File: config.mk
export PLATFORM = sky130hd
export DESIGN_NAME = fft_ring_gather_node
export DESIGN_NICKNAME = d
export VERILOG_FILES = /design/src/rtl/fft_ring_gather_node.sv
export SDC_FILE = /design/constraint.sdc
export NUM_CORES = 1
export LEC_CHECK = 0
export ABC_CLOCK_PERIOD_IN_PS = 27700
export CAP_MARGIN = 20
export CORE_ASPECT_RATIO = 0.5
export CORE_MARGIN = 2
export CORE_UTILIZATION = 35
export DETAILED_ROUTE_END_ITERATION = 16
export SLEW_MARGIN = 20
export SYNTH_ARGS = -nofsm -noshare
export SYNTH_HDL_FRONTEND = slang
export SYNTH_SLANG_ARGS = --single-unit
File: constraint.sdc
create_clock -name clk -period 27.7 [get_ports clk]
set_clock_uncertainty 0.15 [all_clocks]
set_input_delay 4.155 -clock clk [delete_from_list [all_inputs] [get_ports clk]]
set_output_delay 4.155 -clock clk [all_outputs]
set_load 0.03 [all_outputs]
File: src/rtl/fft_ring_gather_node.sv
// fft_ring_gather_node: multi-channel FFT message-ring node.
// Forwards/terminates ring traffic and gathers watched points into slots.
module fft_ring_gather_node #(
  parameter int NCHAN = 2,
  parameter int ID_W = 32,
  parameter int PT_W = 32,
  parameter logic [ID_W-1:0] NODEID = '0,
  parameter int NWATCH = 3,
  parameter logic [NWATCH*ID_W-1:0] NIDS = '0,
  parameter int NPBUFFS = 2,
  parameter logic [NCHAN*ID_W-1:0] MD_STOP_SRC = '0,
  parameter logic [NCHAN*ID_W-1:0] OD_STOP_SRC = '0,
  parameter logic [NCHAN-1:0] TYPE_RST = '0,
  parameter logic [NCHAN-1:0] SEED = '0,
  parameter int ERR_W = 8
) (
  input  logic clk,
  input  logic rst,
  input  logic gen_en,
  input  logic [NCHAN-1:0] rx_vld,
  input  logic [NCHAN-1:0] rx_type,
  input  logic [NCHAN*ID_W-1:0] rx_src,
  input  logic [NCHAN*PT_W-1:0] rx_pt,
  output logic [NCHAN-1:0] tx_vld,
  output logic [NCHAN-1:0] tx_type,
  output logic [NCHAN*ID_W-1:0] tx_src,
  output logic [NCHAN*PT_W-1:0] tx_pt,
  output logic out_vld,
  input  logic out_rdy,
  output logic [$clog2(NPBUFFS)-1:0] out_slot,
  output logic [PT_W-1:0] out_pt,
  output logic err,
  output logic [ERR_W-1:0] err_cnt
);

  localparam int SW = $clog2(NPBUFFS);
  localparam logic [PT_W-1:0] PT_ONE = 1;
  localparam logic [ERR_W-1:0] E_ONE = 1;

  logic [NCHAN-1:0] hit;
  logic [NCHAN-1:0] ltype;
  logic [PT_W-1:0] cnt [NCHAN];

  logic [NWATCH-1:0] sv [NPBUFFS];
  logic [NWATCH-1:0] sv_n [NPBUFFS];
  logic [PT_W-1:0] sd [NPBUFFS][NWATCH];
  logic [PT_W-1:0] sd_n [NPBUFFS][NWATCH];

  logic err_n;
  logic [ERR_W-1:0] ecnt_n;
  logic pop;
  logic found;
  logic [SW-1:0] sel;

  assign pop = out_vld && out_rdy;

  // Stop-source match per channel, source chosen by message type
  always_comb begin
    hit = '0;
    for (int c = 0; c < NCHAN; c++) begin
      hit[c] = rx_vld[c] &&
        (rx_src[c*ID_W +: ID_W] ==
         (rx_type[c] ? OD_STOP_SRC[c*ID_W +: ID_W]
                     : MD_STOP_SRC[c*ID_W +: ID_W]));
    end
  end

  // Ring forwarding: copy, inject local message, or consume
  always_ff @(posedge clk or posedge rst) begin
    if (rst) begin
      tx_vld <= SEED;
      tx_type <= TYPE_RST;
      tx_src <= {NCHAN{NODEID}};
      tx_pt <= '0;
      ltype <= ~TYPE_RST;
      for (int c = 0; c < NCHAN; c++) cnt[c] <= PT_ONE;
    end else begin
      for (int c = 0; c < NCHAN; c++) begin
        if (hit[c]) begin
          tx_vld[c] <= gen_en;
          if (gen_en) begin
            tx_type[c] <= ltype[c];
            tx_src[c*ID_W +: ID_W] <= NODEID;
            tx_pt[c*PT_W +: PT_W] <= cnt[c];
            cnt[c] <= cnt[c] + PT_ONE;
            ltype[c] <= ~ltype[c];
          end
        end else begin
          tx_vld[c] <= rx_vld[c];
          tx_type[c] <= rx_type[c];
          tx_src[c*ID_W +: ID_W] <= rx_src[c*ID_W +: ID_W];
          tx_pt[c*PT_W +: PT_W] <= rx_pt[c*PT_W +: PT_W];
        end
      end
    end
  end

  // Next slot state: pop clears first, then captures in channel order
  always_comb begin
    err_n = err;
    ecnt_n = err_cnt;
    for (int s = 0; s < NPBUFFS; s++) begin
      sv_n[s] = sv[s];
      if (pop && out_slot == SW'(s)) sv_n[s] = '0;
      for (int w = 0; w < NWATCH; w++) sd_n[s][w] = sd[s][w];
    end
    for (int w = 0; w < NWATCH; w++) begin
      for (int c = 0; c < NCHAN; c++) begin
        if (rx_vld[c] &&
            rx_src[c*ID_W +: ID_W] == NIDS[w*ID_W +: ID_W]) begin
          if (sv_n[rx_pt[c*PT_W +: SW]][w]) begin
            err_n = 1'b1;
            if (ecnt_n != '1) ecnt_n = ecnt_n + E_ONE;
          end else begin
            sv_n[rx_pt[c*PT_W +: SW]][w] = 1'b1;
            sd_n[rx_pt[c*PT_W +: SW]][w] = rx_pt[c*PT_W +: PT_W];
          end
        end
      end
    end
  end

  // Lowest-index full slot in the next state
  always_comb begin
    found = 1'b0;
    sel = '0;
    for (int s = NPBUFFS - 1; s >= 0; s--) begin
      if (&sv_n[s]) begin
        found = 1'b1;
        sel = SW'(s);
      end
    end
  end

  // Slot storage and contention tracking
  always_ff @(posedge clk or posedge rst) begin
    if (rst) begin
      err <= 1'b0;
      err_cnt <= '0;
      for (int s = 0; s < NPBUFFS; s++) begin
        sv[s] <= '0;
        for (int w = 0; w < NWATCH; w++) sd[s][w] <= '0;
      end
    end else begin
      err <= err_n;
      err_cnt <= ecnt_n;
      for (int s = 0; s < NPBUFFS; s++) begin
        sv[s] <= sv_n[s];
        for (int w = 0; w < NWATCH; w++) sd[s][w] <= sd_n[s][w];
      end
    end
  end

  // Output record; frozen while the consumer stalls
  always_ff @(posedge clk or posedge rst) begin
    if (rst) begin
      out_vld <= 1'b0;
      out_slot <= '0;
      out_pt <= '0;
    end else if (!(out_vld && !out_rdy)) begin
      out_vld <= found;
      out_slot <= sel;
      out_pt <= sd_n[sel][0];
    end
  end

endmodule

Word level (Yosys, flattened, before mapping)
Cells that the tools add are included.

storage, ports and cells
  register bits after elaboration = 439
  latch bits = 0
  memory bits (writable) = 0
  bits in read-only memories = 0
  input bits = 136
  output and inout port bits = 175
  word-level logic and storage cells = 195
  memories kept = 0

operators by class
  add/sub/neg operators = 8
  $mul = 0
  divide/modulo/power cells = 0
  order comparisons = 5
  eq/ne operators = 8
  shifts and indexed selects = 0
  multiplexer cells = 123
  bitwise operators = 12
  reduce and logical (&&, ||, !) cells = 15

operators with widths
  operator               number
  $mux 192               12
  $bwmux 192             6
  $demux 96 s1           6
  $mux 96                5
  $mux 32                9
  $mux 8                 18
  $mux 64                2
  $mux 6                 12
  $add 32x1->32 const B  2
  $logic_not 32->1       2
  $add 8x1->8 const B    6
  $ne 8x8->1 const B     6
  $or 6x6->6             6
  $mux 3                 10
  $mux 1                 29
  $demux 3 s1            6
  $mux 2                 8
  $logic_and 1x1->1      8
  $ge 2x2->1 const B     3
  $not 1->2              3
  $reduce_and 3->1       2
  $lt 2x1->1 const B     2
  $ne 2x2->1 const B     2
  $reduce_and 2->1       2
  other kinds (2)        4

Logic depth before layout (Yosys ltp)
  word-level depth = 40
  gate-level depth with buffers = 30
  gate-level depth less buffers = 29

Worst setup path before layout
OpenSTA, ideal clock, no wires.

  path kind = input -> register
  start = in rx_src[5]
  end = reg err_cnt[1]
  setup time = 0.125 ns
  arrival time = 10.966 ns
  required time = 27.425 ns
  slack = 16.459 ns
  stages = 27
  path buffers = 0
  path through = nor4_4 > and4_1 > nand4_1 > nor2_1 > mux2_2 > ha_1 > o21a_1 > a21oi_1 > xnor2_1 > ha_1 > nand3_1 > o41ai_2 > mux2_2 > ha_1 > and4_1 > a21oi_1 > mux2_2 > ha_1 > o21a_1 > a31o_2 > mux2_2 > ha_1 > nand2_1 > a21oi_1 > o21a_1 > a31oi_2 > mux2_4

between the ends
  word-level cells in the longest chain between the ends = 28
  elaborated cells on any way between the ends = 56
  classes of those cells = add/sub: 5; eq/ne: 5; mux: 40; bitwise: 4; reduce/logical: 2

RTL lines
  what                                                  RTL line  RTL
  start, declared                                       22        input logic [NCHAN*ID_W-1:0] rx_src,
  $logic_not 32->1 *                                    110       rx_src[c*ID_W +: ID_W] == NIDS[w*ID_W +: ID_W]) begin
  $logic_and 1x1->1 *                                   109       if (rx_vld[c] &&
  branches (longest 25 deep; another with $add 8x1->8)  n/a
  $mux 8 *                                              109
  net ecnt_n[1]                                         50        logic [ERR_W-1:0] ecnt_n;
  end signal, assigned                                  146       err_cnt <= ecnt_n;
  end, declared                                         33        output logic [ERR_W-1:0] err_cnt

Mark *: on every way through the listed nets, which the timed path passes. The select of a mux whose other input is x is not followed.
A chain may end at the register's enable or synchronous reset.

Worst setup path in the final report
  start = in rx_pt[0]
  end = reg err_cnt[1]

between the ends
  word-level cells in the longest chain between the ends = 33
  elaborated cells on any way between the ends = 70
  classes of those cells = add/sub: 5; order compare: 2; eq/ne: 5; mux: 51; bitwise: 6; reduce/logical: 1

RTL lines
  what                                                  RTL line  RTL
  start, declared                                       23        input logic [NCHAN*PT_W-1:0] rx_pt,
  $not 1->2 (implied by the code) *                     111, 115
  branches (longest 31 deep; another with $add 8x1->8)  n/a
  $mux 8 *                                              109
  net ecnt_n[1]                                         50

Marked as above.

==> qor.txt <==
HPWL after DPL: 33.0 mm
Register bit count reported by yosys: 311
Cell taking the most area after synthesis: dfrtp_1
Ys async rst share: 1.00
Initial antenna violation count: 1
Cells after Synth: 1466
Filler Cells Inserted: 4029
CTS tree: built
Final Slew Violations: 0
Post-synth top cells: dfrtp_1 (307), mux2i_1 (171), nor2_1 (169), a21oi_1 (146), nand2_1 (117)
Buffers on Ports: 310
Placed Instances: 2311
Final #Nets: 1899
Average size of a mapped cell: 10.4 µm²
Reg2reg setup slack: 19.49 ns
Ys Warns: 0
Synth Flop Type: dfrtp_1
Initial drt markers: 797
First-pass GRT wire length: 69.6 mm
Grt met2 use: 0.349
R2r startpoint: err_cnt[0]
Worst Path Max Fanout: 15
Vias in the first global route: 11.9k
Pwr/cell area: 48.7 nW/µm²
Vias per cell: 5.10
Top cells by area, synth: dfrtp_1 (50%), mux2i_1 (11%), a21oi_1 (4.8%), nor2_1 (4.2%), xnor2_1 (4.0%)
Clock latency on the worst-skew pair: 0.58 ns
Worst reg2reg path depth: 26
GR Util met1: 0.247
Post-synth EDFFs: 0
R2R Path End: err_cnt[1]
DIE WIDTH: 299 µm
Slew @ Worst Pin: 0.962 ns
DR pass1 iterations: 5
Hold buffer count at CTS: 0
Largest net degree at the start of global routing: 98
Slew margin rel.: 0.359
Global route overflow: 0
CP Launch Type: primary input
CTS Buf Count: 30
H-tree depth: 1
Net Count, Synth: 1610
Status: complete, no violations
Count leader, synth: dfrtp_1
Leakage: 9.60 nW
Total Neg Setup Slack: 0 ns
Synthesized cell area: 15300 µm²
Starting Density: 0.353
# DRC: 0
Layout cells sized above 1: 0.0708
Post-synth top area share: 0.503
Clock sink total: 311
Busiest grt layer: met2
Fmax: 82.0 MHz
Worst hold start: tx_src[23]
Fin util: 0.462
Setup crit end kind: flop
Netlist cell types: 85
Sequential share of the synthesized area: 0.510
Unrepaired setup endpoints after global routing: false
Via count: 12.1k
Post-route clock period utilization: 0.441
CP Class: primary input to flop
Post-Route WL: 45.3 mm
Hold path depth: 1
Clock buffer depth: 3
Non-filler cells, final: 2369
Max-cap violations: 0
Die area: 45400 µm²
Hold Path End: tx_src[23]
Clock-pin slew on the worst setup and hold paths: 0.07 ns
Drt wl/cell: 19.1 µm
Postcts setup bufs: 0
GRT met3 Usage: 0.0268
Num rows: 54
Most used cell, CP: ha_1
Final setup viols: 0
Area delta synth->final: 30.9%
Gpl congestion: 0.912
Fin crit period: 12.20 ns
Ports: 311
Gr usage total: 0.195
CP max-delay cell: clkdlybuf4s50_1
Clock Tree Root: clkbuf_16
CP arrival: 12.52 ns
VDD IR-drop max: 44.1 µV
DRT antenna net count: 0
Die height: 152 µm
Post_cts resized: 0
WP data required: 28.02 ns
Core ar.: 43300 µm²
Worst min-delay path category: flop to flop
Final-report hold violation count: 0
Overall Power: 0.973 mW
Max incr delay on CP: 0.75 ns
==> flip-flops by register name, summed over array words and instances (netlist names), 6 cells and up <==
signal   count
err_cnt      8
tx_src      64
cnt         64
tx_pt       64
sd          64
out_pt      32
sv           6
==> how the worst max path moves through the flow <==
stage | start | to | slack, ns
finish | rx_pt[0] | err_cnt[1] | 15.50
global route | rx_pt[0] | err_cnt[1] | 14.88
CTS | rx_pt[0] | err_cnt[1] | 15.59
detailed placement | rx_pt[0] | err_cnt[1] | 15.00
global placement | rx_src[7] | err_cnt[1] | 15.17
floorplan | rst | cnt[10] | 14.80
==> per-layer routing <==
metal  wire [µm]  up-vias  share of wire
li1            -     5815              -
met1       19300     5990           0.43
met2       23200      221           0.51
met3        1420       62          0.031
met4        1280        0          0.028
met5           0        -              0
==> per-stage QoR <==
stage	setup slack [ns]	hold slack, ns	cell area [µm²]
floorplan	14.80	0.269	15300
global placement	15.17	0.310	19000
detailed placement	15.00	0.289	19000
CTS	15.59	0.328	20000
global route	14.88	0.339	20000
finish	15.50	0.325	20000
==> cell type report <==
class	instances	area, µm²	area share
sequential	311	7790	0.390
multi-input combinational	1071	7210	0.361
timing repair buffer	327	3230	0.161
clock buffer	49	912	0.0456
tap	588	736	0.0368
inverter	14	60.1	0.00300
clock inverter	7	52.6	0.00263
antenna	2	5.00	0.000250
==> critical path: cells and delay by family <==
family	cells	cell delay [ns]
compound gates	10	2.92
xor+xnor	2	0.49
fa+ha+maj	5	1.33
buf+inv	1	0.75
mux	4	1.56
simple gates	6	1.30
==> where the power goes <==
part           leakage (nW)  total, mW  switching (mW)  internal, mW
Clock                 0.473      0.406           0.181         0.225
Combinational          5.13     0.0971          0.0542        0.0429
Sequential             4.00      0.470         0.00567         0.464
Total                  9.60      0.973           0.241         0.732
==> cell usage in the layout, fill, tap and decap left out, types with 6 or more instances in the layout <==
| master | n |
|---|---|
| clkbuf_1 | 10 |
| clkbuf_16 | 30 |
| xor2_1 | 13 |
| ha_1 | 8 |
| mux2i_1 | 171 |
| clkbuf_8 | 9 |
| nand4_1 | 25 |
| buf_4 | 18 |
| nor2_1 | 168 |
| inv_1 | 13 |
| xnor2_1 | 70 |
| and3_1 | 20 |
| clkdlybuf4s50_1 | 309 |
| o21ai_0 | 48 |
| nor4_4 | 6 |
| nand3_1 | 43 |
| mux2_2 | 13 |
| nand2_1 | 115 |
| and4_1 | 11 |
| and2_1 | 6 |
| nor4_1 | 9 |
| nor3_1 | 8 |
| dfrtp_1 | 307 |
| a21oi_1 | 146 |
| a21o_1 | 66 |
| a31oi_1 | 9 |
==> cells by family after synthesis <==
| group | after synthesis | synth area share |
|---|---|---|
| XOR/XNOR | 84 | 0.0491 |
| flip-flops | 311 | 0.510 |
| AO/OA/AOI/OAI | 327 | 0.133 |
| multiplexers | 187 | 0.124 |
| adder cells (fa/ha/maj) | 8 | 0.00655 |
| buffers and inverters | 84 | 0.0213 |
| AND/OR/NAND/NOR | 465 | 0.156 |
(Power assumes the default switching activity.)
==> variant, RTL diff (same flow settings) <==
The parameter `ID_W` goes from 32 to 48.
--- a/src/rtl/fft_ring_gather_node.sv
+++ b/src/rtl/fft_ring_gather_node.sv
@@ -2,7 +2,7 @@
 // Forwards/terminates ring traffic and gathers watched points into slots.
 module fft_ring_gather_node #(
   parameter int NCHAN = 2,
-  parameter int ID_W = 32,
+  parameter int ID_W = 48,
   parameter int PT_W = 32,
   parameter logic [ID_W-1:0] NODEID = '0,
   parameter int NWATCH = 3,
Interface: changed (resized rx_src and tx_src); port bits go from 311 to 375. No check against the original RTL was run, so the function may have changed too.
==> variant against the unedited design <==
Sequential cell count up 32; first-iteration DRC count up 9.0%; power grew 14%; routed wire length grew 8.8%; sequential share of layout area shrank 0.051 points; fmax fell by 1.5%; final area is 10% higher; utilization rose by 1.1 points; synthesized area rose by 7.7%; worst setup slack worse by 0.19 ns; critical path type unchanged; largest cell class unchanged.
==> variant: results <==
export IMPL_crit_fanout=10
export IMPL_critPathTopFamily="simple AND/OR/NAND/NOR gates"
export IMPL_synthCells=1565
export IMPL_grtUsageTotal_pct=19.7
export IMPL_synthTopCellsByArea="dfrtp_1, mux2i_1, a21o_1"
export IMPL_dp_cells=2518
export IMPL_hpwl_um=36900
export IMPL_gp_congestion=0.915
export IMPL_hold_ws_ns=0.322
export IMPL_n_fill_cell=4370
export IMPL_slew_headroom_pct=42.3
export IMPL_synth_commonest_cells="dfrtp_1, nor2_1, mux2i_1"
export IMPL_grt_pass1_vias=12781
export IMPL_viasPerCell=5.06
export IMPL_drive_gt1_share_pct=6.85
export IMPL_synth_fa_ha_area_share_pct=0.608
export IMPL_ys_seq_area_share_pct=52.2
export IMPL_io_buffers=374
export IMPL_leakagePower_nw=10.1
export IMPL_final_nets=2094
export IMPL_cp_slowest_stage_delay_ns=0.57
export IMPL_diodes=0
export IMPL_cts_max_level=2
export IMPL_worst_r2r_setup_slack_ns=19.31
export IMPL_syn_num_nets=1741
export IMPL_synth_xor_area_share_pct=4.30
export IMPL_outcome="completed"
export IMPL_startpoint="rx_src[7]"
export IMPL_numCtsBuffers=34
export IMPL_clock_latency_ns=0.53
export IMPL_antenna_found_initial=0
export IMPL_grt_pass1_wl_um=76000
export IMPL_wl_per_cell_um=19.1
export IMPL_grt_start_max_net_pins=144
[variant: changes by cell type after synthesis, sizes merged, moves of 5 or more]
cell	delta
nor2	+11
a31oi	+6
inv	+8
o31a	-5
nor4	+12
and4	-6
nand2	-16
dfrtp	+32
a21o	+38
[variant: area by class of cell]
cell class | instances | area [um2] | area share, %
Clock inverter | 13 | 140 | 0.635
Sequential cell | 343 | 8590 | 38.9
Clock buffer | 48 | 985 | 4.46
Timing Repair Buffer | 391 | 3910 | 17.7
Multi-Input combinational cell | 1126 | 7560 | 34.2
Inverter | 22 | 95.1 | 0.431
Tap cell | 638 | 798 | 3.62
[variant: worst reg2reg max path, delay by kind of cell (launching register included)]
| kind | cells | cell delay [ns] |
|---|---|---|
| xor+xnor | 2 | 0.46 |
| simple gates | 6 | 2.13 |
| fa+ha+maj | 5 | 1.54 |
| compound gates | 10 | 2.16 |
| mux | 3 | 1.06 |
| flops | 1 | 0.43 |
| buf+inv | 4 | 0.37 |
[variant: power breakdown]
group | total (W) | switching [W] | internal (W)
Combinational | 0.000114 | 0.0000624 | 0.0000518
Clock | 0.000473 | 0.000203 | 0.000270
Sequential | 0.000520 | 0.00000652 | 0.000513
[variant: metal layers]
layer / wire [um] / vias to the layer above / global-route usage (%)
li1: - / 6332 / -
met1: 20700 / 6435 / 24.5
met2: 25700 / 231 / 36.3
met3: 1640 / 67 / 2.36
met4: 1140 / 0 / 5.04
met5: 0 / - / 0
[variant: how the worst min path moves through the flow]
stage | start | endpoint | cells after the start
floorplan | sd[64] | sd[64] | 1
global placement | sd[64] | sd[64] | 1
detailed placement | sd[64] | sd[64] | 1
CTS | sd[64] | sd[64] | 1
global route | sd[64] | sd[64] | 1
finish | sd[64] | sd[64] | 1
